**config.mk**
```make
export PLATFORM = sky130hd
export DESIGN_NAME = sipo_frame_rx
export DESIGN_NICKNAME = d
export VERILOG_FILES = /design/src/rtl/sipo_frame_rx.sv
export SDC_FILE = /design/constraint.sdc
export NUM_CORES = 1
export LEC_CHECK = 0
export CAP_MARGIN = 20
export CELL_PAD_IN_SITES_DETAIL_PLACEMENT = 0
export CELL_PAD_IN_SITES_GLOBAL_PLACEMENT = 1
export CORE_MARGIN = 1.5
export CORE_UTILIZATION = 41
export DETAILED_ROUTE_END_ITERATION = 8
export PLACE_DENSITY_LB_ADDON = 0.1
export SYNTH_ARGS = -nofsm -noshare
export SYNTH_HDL_FRONTEND = slang
export SYNTH_SLANG_ARGS = --single-unit
```
**constraint.sdc**
```tcl
create_clock -name clk -period 2.8 [get_ports clk]
set_input_delay 0.56 -clock clk [delete_from_list [all_inputs] [get_ports clk]]
set_output_delay 0.56 -clock clk [all_outputs]
set_load 0.01 [all_outputs]
```
**src/rtl/sipo_frame_rx.sv**
```systemverilog
// sipo_frame_rx: serial-in/parallel-out frame receiver.
// Frame on sin: start=1, WIDTH data bits MSB first, [even parity], stop=0.
// Good words land in a single-entry valid/ready output register; bad stop
// (or parity) and dropped words pulse frame_err / overflow and bump err_cnt.
// Optional feature: define SIPO_PARITY_EN to add the even-parity bit.
module sipo_frame_rx #(
   parameter int WIDTH = 8,
   parameter int CNT_W = 8
) (
   input  logic             clk,
   input  logic             rst,
   input  logic             sin,
   input  logic             out_ready,
   output logic [WIDTH-1:0] out_data,
   output logic             out_valid,
   output logic             busy,
   output logic             frame_err,
   output logic             overflow,
   output logic [CNT_W-1:0] err_cnt
);

   localparam int BC_W = (WIDTH > 2) ? $clog2(WIDTH) : 1;
   localparam logic [BC_W-1:0] LAST_BIT = BC_W'(WIDTH - 1);

   localparam logic [1:0] ST_IDLE   = 2'd0;
   localparam logic [1:0] ST_DATA   = 2'd1;
`ifdef SIPO_PARITY_EN
   localparam logic [1:0] ST_PARITY = 2'd2;
`endif
   localparam logic [1:0] ST_STOP   = 2'd3;

   logic [1:0]       state_q, state_d;
   logic [BC_W-1:0]  bit_cnt_q, bit_cnt_d;
   logic [WIDTH-1:0] shreg_q, shreg_d;
   logic [WIDTH-1:0] out_data_q, out_data_d;
   logic             out_valid_q, out_valid_d;
   logic             frame_err_q, frame_err_d;
   logic             overflow_q, overflow_d;
   logic [CNT_W-1:0] err_cnt_q, err_cnt_d;
   logic             frame_good;
   logic             frame_bad;
`ifdef SIPO_PARITY_EN
   logic             par_q, par_d;
`endif

   // Frame sequencing: start detect, MSB-first data shift, optional parity, stop.
   always_comb begin
      state_d   = state_q;
      bit_cnt_d = bit_cnt_q;
      shreg_d   = shreg_q;
`ifdef SIPO_PARITY_EN
      par_d     = par_q;
`endif
      case (state_q)
         ST_IDLE: begin
            if (sin) begin
               state_d   = ST_DATA;
               bit_cnt_d = '0;
            end
         end
         ST_DATA: begin
            shreg_d   = {shreg_q[WIDTH-2:0], sin};
            bit_cnt_d = bit_cnt_q + 1'b1;
            if (bit_cnt_q == LAST_BIT) begin
`ifdef SIPO_PARITY_EN
               state_d = ST_PARITY;
`else
               state_d = ST_STOP;
`endif
            end
         end
`ifdef SIPO_PARITY_EN
         ST_PARITY: begin
            par_d   = sin;
            state_d = ST_STOP;
         end
`endif
         ST_STOP: begin
            // Always back to IDLE so a start bit on the very next cycle is seen.
            state_d = ST_IDLE;
         end
         default: begin
            state_d = ST_IDLE;
         end
      endcase
   end

   // Stop-bit (and parity) verdict, evaluated only in the STOP cycle.
   always_comb begin
`ifdef SIPO_PARITY_EN
      frame_good = (state_q == ST_STOP) && !sin && !(^{shreg_q, par_q});
`else
      frame_good = (state_q == ST_STOP) && !sin;
`endif
      frame_bad  = (state_q == ST_STOP) && !frame_good;
   end

   // Output register handshake, error pulses and saturating error counter.
   always_comb begin
      out_data_d  = out_data_q;
      out_valid_d = out_valid_q;
      frame_err_d = frame_bad;
      overflow_d  = 1'b0;
      err_cnt_d   = err_cnt_q;
      // Transfer first; a reload in the same cycle overrides the clear.
      if (out_valid_q && out_ready) begin
         out_valid_d = 1'b0;
      end
      if (frame_good) begin
         if (!out_valid_q || out_ready) begin
            out_data_d  = shreg_q;
            out_valid_d = 1'b1;
         end else begin
            overflow_d = 1'b1;
         end
      end
      // frame_err and overflow are mutually exclusive, so +1 is enough.
      if ((frame_err_d || overflow_d) && (err_cnt_q != {CNT_W{1'b1}})) begin
         err_cnt_d = err_cnt_q + 1'b1;
      end
   end

   // State registers with synchronous reset.
   always_ff @(posedge clk) begin
      if (rst) begin
         state_q     <= ST_IDLE;
         bit_cnt_q   <= '0;
         shreg_q     <= '0;
         out_data_q  <= '0;
         out_valid_q <= 1'b0;
         frame_err_q <= 1'b0;
         overflow_q  <= 1'b0;
         err_cnt_q   <= '0;
`ifdef SIPO_PARITY_EN
         par_q       <= 1'b0;
`endif
      end else begin
         state_q     <= state_d;
         bit_cnt_q   <= bit_cnt_d;
         shreg_q     <= shreg_d;
         out_data_q  <= out_data_d;
         out_valid_q <= out_valid_d;
         frame_err_q <= frame_err_d;
         overflow_q  <= overflow_d;
         err_cnt_q   <= err_cnt_d;
`ifdef SIPO_PARITY_EN
         par_q       <= par_d;
`endif
      end
   end

   assign out_data  = out_data_q;
   assign out_valid = out_valid_q;
   assign busy      = (state_q != ST_IDLE);
   assign frame_err = frame_err_q;
   assign overflow  = overflow_q;
   assign err_cnt   = err_cnt_q;

endmodule

```
## Word level (Yosys, flattened, before mapping)

Index checks and enable logic that the tools add are counted.

| word-level totals | value |
|---|---|
| output and inout port bits | 20 |
| word-level logic and storage cells | 41 |
| register bits after elaboration | 32 |
| input port bits | 4 |

| operators by class | value |
|---|---|
| equality and inequality tests | 6 |
| add/subtract/negate cells | 2 |
| reduce and logical (&&, ||, !) cells | 15 |
| multiplexer cells | 10 |

Operators by type and width:

| cell | count |
|---|---|
| 8-bit by 1-bit adder with 8-bit output, second input constant | 1 |
| 8-bit != test, second input constant | 1 |
| 3-bit case mux with 2 select lines | 1 |
| 2-bit AND reduction | 3 |
| 1-bit 2-to-1 mux | 5 |
| 1-bit logical AND | 4 |
| 2-bit 2-to-1 mux | 2 |
| 2-bit != test, second input constant | 2 |
| 2-bit case mux with 2 select lines | 1 |
| 2-bit nonzero test | 2 |
| 3-bit by 1-bit adder with 3-bit output, second input constant | 1 |
| 3-bit == test, second input constant | 1 |
| 1-bit logical NOT | 3 |
| 3-bit 2-to-1 mux | 1 |
| 2-bit by 1-bit == test with 1-bit output, second input constant | 1 |
| 2-bit == test, second input constant | 1 |
| 2-bit logical NOT | 1 |
| 1-bit logical OR | 2 |

## Depth between registers and ports, before layout

Gate-level depths: netlist of the first run.

| logic depth | value |
|---|---|
| word-level depth | 6 |
| gate-level depth with buffers | 5 |
| mapped depth without buffers | 5 |

## Worst setup path before layout of the first run

No wires, ideal clock.

| timing path | value |
|---|---|
| path type | input to register |
| start | input out_ready |
| end | register err_cnt_q[5], in the netlist err_cnt[5] |
| stages | 4 |
| arrival time | 1559 ps |
| required time | 2729 ps |
| buffers on the path | 0 |
| path slack | 1170 ps |
| library setup time | 71 ps |
| cells stage by stage | and2b_2 -> o221ai_4 -> or4_1 -> a21oi_1 |

| on the way | value |
|---|---|
| word-level cells in the longest chain between the ends | 5 |

RTL lines:

| item | RTL line | RTL |
|---|---|---|
| from (decl) | 13 | `input logic out_ready,` |
| 1-bit logical OR | 110 | `if (!out_valid_q \|\| out_ready) begin` |
| 1-bit 2-to-1 mux | 110 |  |
| 1-bit 2-to-1 mux | 109 | `if (frame_good) begin` |
| 1-bit logical OR | 118 | `if ((frame_err_d \|\| overflow_d) && (err_cnt_q != {CNT_W{1'b1}})) begin` |
| 1-bit logical AND | 118 |  |
| to (signal assigned) | 145 | `err_cnt_q <= err_cnt_d;` |
| to (decl) | 39 | `logic [CNT_W-1:0] err_cnt_q, err_cnt_d;` |

No other way between the ends.
A chain may end at the register's enable or synchronous reset.

## Worst setup path in the final report of the first run

| timing path | value |
|---|---|
| start | register state_q[0] |
| end | output busy |

| on the way | value |
|---|---|
| word-level cells in the longest chain between the ends | 1 |

RTL lines:

| item | RTL line | RTL |
|---|---|---|
| from (decl) | 32 | `logic [1:0] state_q, state_d;` |
| from (signal assigned) | 138 | `state_q <= state_d;` |
| 2-bit nonzero test | 154 | `assign busy = (state_q != ST_IDLE);` |
| to (decl) | 16 | `output logic busy,` |

No other way between the ends.

==> results of run 1 <==
cell families (layout without fill, tap and decap cells):
logic type,Yosys count,after routing,synth area share [%]
and+or+nand+nor,57,57,22.0
DFF,32,32,50.4
AOI/OAI and AO/OA,26,26,14.1
muxes,10,10,7.87
buffers and inverters,7,34,2.07
adders and majority gates,3,3,2.95
xor gates and xnor gates,1,1,0.689
how the worst max path moves through the flow:
stage                           from    endpoint  slack, ns  cells after the start
after floorplan            out_ready  err_cnt[5]       1.17                      4
after global placement           sin  err_cnt[7]       0.61                      5
after detailed placement         sin  err_cnt[7]       0.54                      5
after CTS                 state_q[0]        busy       0.75                      2
after global routing      state_q[0]        busy       0.71                      2
final                     state_q[0]        busy       0.78                      2
critical path, stage by stage (launching register included):
cell             delay, ns
dfxtp_1               0.35
or2_2                 0.30
clkdlybuf4s50_1       0.48
metal layers:
layer / part of all wire, % / global-route usage (%) / vias up / wire length, um
met2: 44 / 24.4 / 20 / 1100
met5: 0 / 0 / - / 0
met1: 50 / 21.8 / 465 / 1270
li1: - / - / 522 / -
met3: 4.1 / 6.15 / 5 / 103
met4: 1.5 / 7.79 / 0 / 38
flip-flops by register name (all words and copies together) (netlist names):
signal / flops
out_data: 8
err_cnt: 8
out_valid: 1
shreg_q: 8
overflow: 1
state_q: 2
frame_err: 1
bit_cnt_q: 3
placed cells by master (no fill, tap or decap), types with 2 or more instances in the layout:
cell type and count:
a21oi_1 14, mux2i_1 10, nor3_1 2, a22oi_1 2
nor2_1 17, dfxtp_1 32, nand2_1 20, o21ai_0 4
nand3_1 4, ha_1 3, clkdlybuf4s50_1 23, or3_2 3
clkbuf_4 5
power by group:
part | total, W | switching (W) | internal (W)
combinational | 0.0000329 | 0.0000211 | 0.0000119
sequential | 0.000462 | 0.00000321 | 0.000459
clock | 0.000342 | 0.000155 | 0.000187
metrics by stage:
step,hold slack [ns],instances
floorplan,0.436,136
global placement,0.449,188
detailed placement,0.454,188
CTS,0.469,196
global route,0.504,196
finish,0.462,196
area by class of cell:
class | count | area [um2] | share of cell area, %
clock buffer | 6 | 41.3 | 2.57
timing repair buffer | 24 | 238 | 14.8
sequential | 32 | 641 | 39.8
inverter | 2 | 7.51 | 0.467
tap | 33 | 41.3 | 2.57
multi-input combinational | 97 | 604 | 37.6
clock inverter | 2 | 35.0 | 2.18
==> metrics.md, run 1 <==
| Metric | Value |
|---|---|
| Outcome | `finished, final reports clean` |
| Total vias in the final route | `1012` |
| Worst setup SP type | `flip-flop` |
| Ports | `24` |
| Finished Cell Area | `1610 um2` |
| Initial antenna violation count | `0` |
| Area contributors post-synth | `dfxtp_1 (50%), mux2i_1 (7.9%), nand2_1 (5.9%), a21oi_1 (5.5%), nor2_1 (5.0%)` |
| # diodes | `0` |
| Yosys cell types | `32` |
| Routed vias/inst | `5.16` |
| Clock Tree Buf Depth | `2` |
| Final Net Count | `169` |
| Final Slew Violations | `0` |
| Pre-CTS WS | `0.543 ns` |
| Hold buffers post-CTS | `0` |
| Post_cts resized | `0` |
| Total grt overflow | `0` |
| Worst setup slack after layout | `0.783 ns` |
| Largest net degree at the start of global routing | `33` |
| First-pass GRT wire length | `4260 um` |
| Syn-to-layout area delta | `26.5%` |
| Starting Density | `42.3%` |
| Syn Area/Cell | `9.35 um2` |
| Final TNS setup | `0 ns` |
| Reg-to-reg startpoint | `err_cnt[0]` |
| Clk_lat worst skew | `0.33 ns` |
| Min-Delay Endpoint | `shreg_q[7]` |
| End-of-flow core utilization | `53.5%` |
| Max_cap viols | `0` |
| Vias in the first global route | `936` |
| Count of final hold-check violations | `0` |
| Leakage power | `0.545 nW` |
| Pwr/cell area | `521 nW/um2` |
| Worst Skew | `0.0112 ns` |
| Slew HR | `65.5%` |
| Unrepaired setup endpoints after global routing | `no` |
| Max FO, Critical Path | `6` |
| Post-route DRC | `0` |
| Worst Path Arrival | `1.46 ns` |
| Asr flop ratio synth | `0%` |
| CTS sink cnt | `32` |
| Num rows | `20` |
| Worst-Margin Slew | `0.516 ns` |
| Top-count cell post-synth | `dfxtp_1` |
| Detailed placement HPWL | `1690 um` |
| Hold Path Stages | `2` |
| Hold crit path type | `flip-flop to flip-flop` |
| Die X | `58.7 um` |
| Root Buffer | `clkbuf_4` |
| Min Tclk post-route | `2.02 ns` |
| Min-delay src | `shreg_q[7]` |
| Reg-to-reg setup timing slack | `1.15 ns` |
| Iter 0 DRT Violations | `27` |
| Ys flop type | `dfxtp_1` |
| CP Class | `flip-flop to output port` |
| Worst-path clk slew | `0.10 ns` |
| Reg2reg end | `err_cnt[5]` |
| Filler instances | `299` |
| Post-synthesis cell count | `136` |
| Cells on worst reg2reg path | `5` |
| Final GP Congestion | `0.725` |
| IR drop worst, VDD | `0.280 mV` |
| Post-synth top area share | `50.4%` |
| CTS tree | `built` |
| Mapped Nets | `143` |
| Postcts setup bufs | `0` |
| Post-Syn Area | `1270 um2` |
| Share of layout cells above drive strength 1 | `11.0%` |
| Register bit total from synthesis | `32` |
| CP required | `2.24 ns` |
| TritonCTS Buffers | `5` |
| Overall power | `0.000837 W` |
| Yosys warning total | `0` |
| Routed len/inst | `12.8 um` |
| Pre-Repair DR Iteration Count | `2` |
| Fmax | `496 MHz` |
| Die area | `3440 um2` |
| Dpl cell area | `1530 um2` |
| Gr usage total | `16.6%` |
| Port bufs | `23` |
| Core outline area | `3000 um2` |
| Seq/Total Area, Yosys | `50.4%` |
| Final Setup Violations | `0` |
| Crit share post-route | `72.0%` |
| Worst Setup End Kind | `output port` |
| ANT nets after route | `0` |
| H-tree levels | `2` |
| Chip height | `58.7 um` |
| Number of flops mapped to enable cells by yosys | `0` |
| Post-synth top cells | `dfxtp_1 (32), nand2_1 (20), nor2_1 (17), a21oi_1 (14), mux2i_1 (10)` |
| Yosys top cell by area | `dfxtp_1` |
| Detailed Route WL | `2510 um` |
Power figures use the tool's default switching activity.
==> run 2, diff against run 1 <==
--- a/config.mk
+++ b/config.mk
@@ -9,7 +9,7 @@
 export CELL_PAD_IN_SITES_DETAIL_PLACEMENT = 0
 export CELL_PAD_IN_SITES_GLOBAL_PLACEMENT = 1
 export CORE_MARGIN = 1.5
-export CORE_UTILIZATION = 41
+export CORE_UTILIZATION = 38
 export DETAILED_ROUTE_END_ITERATION = 8
 export PLACE_DENSITY_LB_ADDON = 0.1
 export SYNTH_ARGS = -nofsm -noshare
==> constraint.sdc (replaced) <==
create_clock -name clk -period 1.9 [get_ports clk]
set_input_delay 0.38 -clock clk [delete_from_list [all_inputs] [get_ports clk]]
set_output_delay 0.38 -clock clk [all_outputs]
set_load 0.01 [all_outputs]
==> metrics.md, run 2 (synthesis results as in run 1) <==
| Metric | Value |
|---|---|
| Slew HR | `73.2%` |
| Largest net degree at the start of global routing | `33` |
| Cells on worst reg2reg path | `5` |
| Placed insts | `203` |
| Post_cts resized | `0` |
| Detailed Route WL | `2310 um` |
| Hold crit path type | `flip-flop to flip-flop` |
| Die X | `60.8 um` |
| Count of final hold-check violations | `0` |
| Ports | `24` |
| End-of-flow core utilization | `52.2%` |
| Die area | `3700 um2` |
| ANT nets after route | `0` |
| Clock Tree Buf Depth | `2` |
| Port bufs | `23` |
| IR drop worst, VDD | `0.404 mV` |
| Post-route DRC | `0` |
| Unrepaired setup endpoints after global routing | `no` |
| Final Setup Violations | `0` |
| Total vias in the final route | `1024` |
| Commonest non-fill, non-tap cell in the layout | `dfxtp_1` |
| Worst-Margin Slew | `0.402 ns` |
| Chip height | `60.8 um` |
| Worst Path Arrival | `1.45 ns` |
| Min Tclk post-route | `1.83 ns` |
| Worst Setup End Kind | `output port` |
| Fmax | `547 MHz` |
| Leakage power | `0.553 nW` |
| Reg-to-reg startpoint | `err_cnt[0]` |
| Total grt overflow | `0` |
| Worst setup SP type | `flip-flop` |
| Reg2reg end | `err_cnt[5]` |
| Worst-path clk slew | `0.09 ns` |
| Hold Path Stages | `2` |
| CP Class | `flip-flop to output port` |
| Detailed placement HPWL | `1600 um` |
| Crit share post-route | `96.2%` |
| Most frequent cells in the layout | `dfxtp_1 (32), clkdlybuf4s50_1 (23), nand2_1 (20)` |
| Initial antenna violation count | `0` |
| Worst Skew | `0.00644 ns` |
| Outcome | `finished, final reports clean` |
| Final Net Count | `173` |
| CP max stage delay | `0.48 ns` |
| TritonCTS Buffers | `5` |
| H-tree levels | `2` |
| Root Buffer | `clkbuf_4` |
| Layout Cells excl Fill | `210` |
| Routed len/inst | `11.0 um` |
| Hold buffers post-CTS | `0` |
| Gr usage total | `14.7%` |
| Critical path buffer and inverter count | `1` |
| Pwr/cell area | `663 nW/um2` |
| Starting Density | `40.6%` |
| Final TNS setup | `0 ns` |
| Min-delay src | `shreg_q[7]` |
| Num rows | `20` |
| Max_cap viols | `0` |
| Vias in the first global route | `898` |
| Final GP Congestion | `0.753` |
| CTS sink cnt | `32` |
| Filler instances | `313` |
| Area of the multi-input gates | `604 um2` |
| Crit path cell chain | `or2_2 -> clkdlybuf4s50_1` |
| # diodes | `0` |
| Final Slew Violations | `0` |
| Clk_lat worst skew | `0.33 ns` |
| Min-Delay Endpoint | `shreg_q[7]` |
| Share of layout cells above drive strength 1 | `12.7%` |
| Storage element area | `641 um2` |
| Core outline area | `3130 um2` |
| Postcts setup bufs | `0` |
| First-pass GRT wire length | `3890 um` |
| Pre-Repair DR Iteration Count | `4` |
| Routed vias/inst | `4.88` |
| Iter 0 DRT Violations | `32` |
| Critical path's slowest cell | `clkdlybuf4s50_1` |
| CP required | `1.52 ns` |
| CTS tree | `built` |
| Syn-to-layout area delta | `28.5%` |
| Reg-to-reg setup timing slack | `0.30 ns` |
| Crit path max-delay family | `buffers and inverters` |
| Max FO, Critical Path | `6` |
-- run 2: layout make-up --
cell class / count / area share [%]
Multi-Input combinational cell: 97 / 37.0
Inverter: 2 / 0.459
Tap cell: 44 / 3.37
Clock buffer: 6 / 2.53
Clock inverter: 1 / 0.306
Sequential cell: 32 / 39.2
Timing Repair Buffer: 28 / 17.2
-- run 2: worst max path at each step --
stage / end / depth (start not counted) / slack (ns) / start
after floorplan: err_cnt[5] / 5 / 0.37 / err_cnt[0]
after global placement: err_cnt[5] / 5 / 0.009 / out_ready
after detailed placement: err_cnt[5] / 5 / -0.02 / out_ready
after CTS: busy / 2 / 0.05 / state_q[0]
after global routing: busy / 2 / 0.02 / state_q[0]
final: busy / 2 / 0.07 / state_q[0]
-- run 2: worst register-to-register path, delay by kind of cell (launching register included) --
| kind | cells | cell delay, ns |
|---|---|---|
| fa+ha+maj | 1 | 0.26 |
| compound gates | 2 | 0.30 |
| simple gates | 2 | 0.63 |
| flops | 1 | 0.36 |
-- run 2: metal layers --
layer / GRT usage, % / share of wire, % / vias to the layer above
li1: - / - / 532
met1: 18.4 / 49 / 464
met2: 21.0 / 44 / 23
met3: 4.90 / 5.5 / 5
met4: 10.2 / 2.2 / 0
met5: 0 / 0 / -
-- run 2: report_power, final --
| group | leakage (nW) | total, W | switching [W] | internal (W) |
|---|---|---|---|---|
| registers | 0.258 | 0.000680 | 0.00000449 | 0.000676 |
| clock network | 0.0281 | 0.000354 | 0.000218 | 0.000136 |
| logic | 0.266 | 0.0000493 | 0.0000306 | 0.0000188 |
-- run 2: stage by stage --
step / setup slack [ns] / instance area (um2) / power [W] / hold WS, ns
after floorplan: 0.366 / 1270 / 0.000724 / 0.436
after global routing: 0.0232 / 1630 / 0.00114 / 0.500
final: 0.0722 / 1630 / 0.00108 / 0.466
after CTS: 0.0476 / 1630 / 0.00110 / 0.472
after global placement: 0.00907 / 1590 / 0.000745 / 0.448
after detailed placement: -0.0187 / 1590 / 0.000746 / 0.458
